<file path="config.mk">
export PLATFORM = sky130hd
export DESIGN_NAME = seg_scan_ctrl
export DESIGN_NICKNAME = d
export VERILOG_FILES = /design/src/rtl/seg_pkg.sv /design/src/rtl/hex7seg.sv /design/src/rtl/seg_scan_ctrl.sv
export SDC_FILE = /design/constraint.sdc
export NUM_CORES = 1
export LEC_CHECK = 0
export BUFFER_PORTS_ARGS = -buffer_cell sky130_fd_sc_hd__buf_2
export CAP_MARGIN = 20
export CORE_ASPECT_RATIO = 0.75
export CORE_MARGIN = 2
export CORE_UTILIZATION = 57
export CTS_CLUSTER_SIZE = 20
export DETAILED_ROUTE_END_ITERATION = 8
export PLACE_DENSITY = 0.8
export SYNTH_ARGS = -nofsm -noshare
export SYNTH_HDL_FRONTEND = slang
export SYNTH_HIERARCHICAL = 1
export SYNTH_SLANG_ARGS = --single-unit
</file>
<file path="constraint.sdc">
create_clock -name clk -period 3.1 [get_ports clk]
set_input_delay 0.155 -clock clk [delete_from_list [all_inputs] [get_ports clk]]
set_output_delay 0.155 -clock clk [all_outputs]
set_load 0.05 [all_outputs]
</file>
<file path="src/rtl/seg_pkg.sv">
// Shared constants for seven-segment drivers: hex glyph table and blank pattern.
// Patterns are active-high, bit order {g,f,e,d,c,b,a}.
package seg_pkg;

  localparam logic [6:0] SegBlank = 7'h00;

  // Index 15 is leftmost; 6 and 9 carry tails, b and d are lowercase.
  localparam logic [15:0][6:0] HexGlyph = {
    7'h71, 7'h79, 7'h5E, 7'h39, 7'h7C, 7'h77, 7'h6F, 7'h7F,
    7'h07, 7'h7D, 7'h6D, 7'h66, 7'h4F, 7'h5B, 7'h06, 7'h3F
  };

endpackage

</file>
<file path="src/rtl/hex7seg.sv">
// Combinational hex nibble to active-high seven-segment pattern {g,f,e,d,c,b,a}.
module hex7seg
  import seg_pkg::*;
(
  input  logic [3:0] nib,
  output logic [6:0] seg
);

  always_comb begin
    seg = HexGlyph[nib];
  end

endmodule

</file>
<file path="src/rtl/seg_scan_ctrl.sv">
// Multiplexed seven-segment scan controller: prescaled digit slots with anode dead-time,
// per-frame input snapshot, leading-zero suppression and registered polarity-adjusted outputs.
module seg_scan_ctrl
  import seg_pkg::*;
#(
  parameter int unsigned N_DIG       = 4,
  parameter int unsigned DIV         = 50000,
  parameter int unsigned BLANK_CYC   = 16,
  parameter bit          AN_ACT_LOW  = 1'b1,
  parameter bit          SEG_ACT_LOW = 1'b1
) (
  input  logic                       clk,
  input  logic                       rst_n,
  input  logic                       ce,
  input  logic [4*N_DIG-1:0]         data,
  input  logic [N_DIG-1:0]           dp_in,
  input  logic [N_DIG-1:0]           dig_en,
  input  logic                       lz_en,
  output logic [N_DIG-1:0]           an,
  output logic [6:0]                 seg,
  output logic                       seg_dp,
  output logic [$clog2(N_DIG)-1:0]   idx,
  output logic                       frame_start
);

  localparam int unsigned IW = $clog2(N_DIG);
  localparam int unsigned PW = (DIV > 1) ? $clog2(DIV) : 1;
  localparam logic [IW-1:0]    IdxLast  = IW'(N_DIG - 1);
  localparam logic [PW-1:0]    PcntLast = PW'(DIV - 1);
  localparam logic [N_DIG-1:0] AnOff    = AN_ACT_LOW ? {N_DIG{1'b1}} : {N_DIG{1'b0}};
  localparam logic [6:0]       SegOff   = SEG_ACT_LOW ? ~SegBlank : SegBlank;
  localparam logic             DpOff    = SEG_ACT_LOW;

  logic [PW-1:0]      pcnt_q, pcnt_d;
  logic [IW-1:0]      idx_q, idx_d;
  logic               fs_q;
  logic               wrap;
  logic               pend_q;
  logic               snap_load;
  logic [4*N_DIG-1:0] data_s_q;
  logic [N_DIG-1:0]   dp_s_q, en_s_q;
  logic               lz_s_q;

  logic [3:0]         nib;
  logic [6:0]         glyph;
  logic               zero_above, suppress, in_blank;
  logic [N_DIG-1:0]   an_hi;
  logic [6:0]         seg_hi;
  logic               dp_hi;
  logic [N_DIG-1:0]   an_q;
  logic [6:0]         seg_q;
  logic               dp_q;

  // Prescaler and slot sequencer.
  always_comb begin
    pcnt_d = pcnt_q;
    idx_d  = idx_q;
    wrap   = 1'b0;
    if (ce) begin
      if (pcnt_q == PcntLast) begin
        pcnt_d = '0;
        if (idx_q == IdxLast) begin
          idx_d = '0;
          wrap  = 1'b1;
        end else begin
          idx_d = idx_q + IW'(1);
        end
      end else begin
        pcnt_d = pcnt_q + PW'(1);
      end
    end
  end

  // pend_q forces a snapshot on the first ce cycle after reset, before any wrap.
  assign snap_load = ce & (pend_q | wrap);

  always_ff @(posedge clk or negedge rst_n) begin
    if (!rst_n) begin
      pcnt_q   <= '0;
      idx_q    <= '0;
      fs_q     <= 1'b0;
      pend_q   <= 1'b1;
      data_s_q <= '0;
      dp_s_q   <= '0;
      en_s_q   <= '0;
      lz_s_q   <= 1'b0;
    end else begin
      pcnt_q <= pcnt_d;
      idx_q  <= idx_d;
      fs_q   <= wrap;
      if (snap_load) begin
        pend_q   <= 1'b0;
        data_s_q <= data;
        dp_s_q   <= dp_in;
        en_s_q   <= dig_en;
        lz_s_q   <= lz_en;
      end
    end
  end

  assign nib = data_s_q[4*idx_q +: 4];

  hex7seg u_hex7seg (
    .nib (nib),
    .seg (glyph)
  );

  // Digit is suppressed when it and every more-significant nibble are zero.
  always_comb begin
    zero_above = 1'b1;
    for (int i = 0; i < int'(N_DIG); i++) begin
      if (i >= int'(idx_q) && data_s_q[4*i +: 4] != 4'h0) begin
        zero_above = 1'b0;
      end
    end
    suppress = lz_s_q && (idx_q != '0) && zero_above;
    in_blank = 32'(pcnt_q) < BLANK_CYC;
    an_hi    = '0;
    if (!in_blank && en_s_q[idx_q] && (!suppress || dp_s_q[idx_q])) begin
      an_hi[idx_q] = 1'b1;
    end
    seg_hi = suppress ? SegBlank : glyph;
    dp_hi  = dp_s_q[idx_q];
  end

  always_ff @(posedge clk or negedge rst_n) begin
    if (!rst_n) begin
      an_q  <= AnOff;
      seg_q <= SegOff;
      dp_q  <= DpOff;
    end else begin
      an_q  <= AN_ACT_LOW ? ~an_hi : an_hi;
      seg_q <= SEG_ACT_LOW ? ~seg_hi : seg_hi;
      dp_q  <= SEG_ACT_LOW ? ~dp_hi : dp_hi;
    end
  end

  assign an          = an_q;
  assign seg         = seg_q;
  assign seg_dp      = dp_q;
  assign idx         = idx_q;
  assign frame_start = fs_q;

endmodule

</file>
==> metrics.md <==
| Metric | Value |
|---|---|
| Status | finished clean |
| Most frequent CP cell | or4_1 |
| Min-delay worst type | primary input to register |
| Reg2reg end | en_s_q[1]$_DFFE_PN0P_ |
| Final setup vio count | 0 |
| Leak | 1.58 nW |
| Initial DRC count | between 100 and 150 |
| Number of instances resized during post-cts repair | 0 |
| Power Internal | between 0.001 and 0.0015 W |
| Peak VDD IR | 0.305 mV |
| Die Y | 66.1 um |
| CTS buffer count | 9 |
| Async SR Flop Fraction | 1.00 |
| Wire per inst | 15.9 um |
| Initial antenna violation count | 0 |
| Synth Cell Area | 2930 um^2 |
| Family with the most delay on the worst path | simple AND/OR/NAND/NOR gates |
| Sequential share of power | 0.513 |
| Clock Skews | about 0.008 ns |
| Core ar. | 4930 um^2 |
| Num Clock Sinks | 57 |
| Worst Path Required | approximately 3.3 ns |
| Tightest Pin Transition | 0.774 ns |
| Critical Path Max Stage Delay | 0.71 ns |
| Ys Warns | 6 |
| CTS tree | yes |
| Hold Path End | data_s_q[11]$_DFFE_PN0P_ |
| Cells after synthesis | 233 |
| Main flop type after synthesis | dfrtp_1 |
| Combinational Power Share | 0.064 |
| Number of synthesized register bits | 57 |
| Post-DRT Antenna Nets | 0 |
| Most numerous cell in the Yosys netlist | dfrtp_1 |
| Initial Utilization | 0.595 |
| CP arrival | roughly 2.9 ns |
| Critical Path, Cell by Cell | or4_1 > or4_1 > o21ai_4 > buf_12 > mux2_2 |
| Routed via count | between 1500 and 2000 |
| Io pins | 43 |
| Critical path's slowest cell | or4_1 |
| Clock H-tree levels | 3 |
| Layout Nets | 321 |
| FP Rows | 22 |
| CP startpoint kind | register |
| Reg2reg path depth | 5 |
| Root buffer cell | clkbuf_8 |
| Mapped Nets | 274 |
| Slew Limit Fails | 0 |
| Syn_area_per_cell | 12.6 um^2 |
| Fmax | 380 MHz |
| Sw frac | 0.249 |
| Min-Delay Path Depth | 2 |
| P_sw | 0.000401 W |
| Post-CTS Repair Setup Buffers | 0 |
| Setup TNS | 0 ns |
| GP Congestion | roughly 0.85 |
| Total Routing Usage GR | 0.222 |
| Reg2Reg Launch Point | pcnt_q[11]$_DFFE_PN0P_ |
| Hold path start | data[11] |
| Full die area | 5740 um^2 |
| Largest net degree at the start of global routing | 36 |
| Share of layout cells above drive strength 1 | 0.396 |
| DP HPWL | 3.94 mm |
| Pwr Total | 0.00161 W |
| Commonest cells in the netlist | 44 x dfrtp_1, 20 x mux2_4, 17 x nand2_1 |
| Final Cycle Share | 0.848 |
| Worst skew pair latency | 0.33 ns |
| RSZ-0062 raised after global routing | no |
| CP bufs+invs | 1 |
| EDFF count, synth | 0 |
| Slew margin rel. | 0.484 |
| Worst-path fanout max | 25 |
| Top cell type's share of synthesized area | 0.376 |
| Total Wirelength | 5.49 mm |
| CTS clk-pin slew, worst paths | 0.07 ns |
| Max-Cap Viols | 0 |
| Ant diodes | 0 |
| Top post-synthesis cells by area | dfrtp_1 38%, dfstp_2 12%, mux2_4 10% |
| Final Hold Fails | 0 |
| Synth cell types | 42 |
| Critical path class | register to register |
| Port Buffer Count | 42 |
| Vias in the first global route | 1900 |
| Total grt overflow | 0 |
| Tmin final | approximately 2.6 ns |
| Clock power frac | 0.423 |
| Area leader, netlist | dfrtp_1 |
| P&R area growth vs syn | 15.0% |
| Seq/Total Area, Yosys | 0.492 |
| Worst reg2reg setup slack | around 0.47 ns |
| Pwr Density | 477 nW/um^2 |
| Vias/cell | roughly 5.5 |
| DRC viols | 0 |
| Router iterations before antenna repair | 4 |
| Die Width | 86.8 um |
| CTS max path bufs | 2 |
| Worst setup EP type | register |
| First-pass GRT wire length | 9.44 mm |
per-stage QoR:
| step | util | cells | hold WS, ns | setup WS [ns] | area [um^2] |
|---|---|---|---|---|---|
| after CTS | 0.684 | 345 | 0.0292 | 0.479 | 3370 |
| after floorplan | - | 233 | -0.141 | 0.444 | 2930 |
| final | 0.684 | 345 | 0.0447 | 0.471 | 3370 |
| after detailed placement | 0.642 | 328 | 0.274 | 0.484 | 3170 |
| after global routing | 0.684 | 345 | 0.0256 | 0.407 | 3370 |
| after global placement | 0.642 | 328 | 0.270 | 0.545 | 3170 |
per-layer routing:
metal  wire, um  global-route usage  up-vias
met3        302              0.0737        7
met2       2420               0.304       50
met1       2720               0.336      929
met4         45              0.0586        0
li1           -                   -      927
met5          0                   0        -
layout make-up:
type / count / area [um^2]
Multi-Input combinational cell: 156 / 1370
Tap cell: 60 / 75.1
Inverter: 10 / 37.5
Clock inverter: 6 / 57.6
Clock buffer: 10 / 138
Fill cell: 365 / 1560
Sequential cell: 57 / 1440
Timing Repair Buffer: 46 / 255
registers in the layout (all words and copies together) (netlist names):
name / count
data_s_q: 16
pcnt_q: 16
seg: 7
an: 4
dp_s_q: 4
en_s_q: 4
idx: 2
frame_start: 1
lz_s_q: 1
pend_q: 1
seg_dp: 1
cells in the final DEF (no fill, tap or decap), drive strengths merged, types with 6 or more instances in the layout:
master and n:
buf 45, dfrtp 44, mux2 30, nand2 17, nor2 13, nand3 13, ha 13, dfstp 13
inv 10, clkbuf 10, nor4 6, xor2 6, mux4 6, o21ai 6
power groups by stage:
stage / clock (W) / sequential [W] / combinational, W
finish: 0.000680 / 0.000824 / 0.000103
global route: 0.000743 / 0.000829 / 0.000119
CTS: 0.000699 / 0.000822 / 0.000105
detailed placement: 0 / 0.000836 / 0.000103
global placement: 0 / 0.000833 / 0.0000956
floorplan: 0 / 0.000818 / 0.0000620
how the worst max path moves through the flow:
stage	startpoint	end	slack, ns	depth (start not counted)
floorplan	idx[0]$_DFFE_PN0P_	seg[3]$_DFF_PN1_	0.44	7
finish	pcnt_q[11]$_DFFE_PN0P_	en_s_q[1]$_DFFE_PN0P_	0.47	5
global route	pcnt_q[11]$_DFFE_PN0P_	en_s_q[1]$_DFFE_PN0P_	0.41	5
CTS	pcnt_q[11]$_DFFE_PN0P_	en_s_q[0]$_DFFE_PN0P_	0.48	5
global placement	pcnt_q[11]$_DFFE_PN0P_	dp_s_q[0]$_DFFE_PN0P_	0.55	5
detailed placement	pcnt_q[11]$_DFFE_PN0P_	dp_s_q[1]$_DFFE_PN0P_	0.48	5
repair_timing:
item	4_1_cts	5_1_grt
endpoints found under the setup margin	0	0
hold buffers	1	0
endpoints found under the hold margin	32	0
kinds of logic (layout without fill, tap and decap cells):
group / after synthesis / after routing / synth area share
xor+xnor: 11 / 11 / 0.0329
compound gates: 16 / 16 / 0.0384
fa+ha+maj: 13 / 13 / 0.0555
mux: 41 / 41 / 0.205
flops: 57 / 57 / 0.492
buf+inv: 20 / 72 / 0.0423
simple gates: 75 / 75 / 0.134
(Power assumes the default switching activity.)
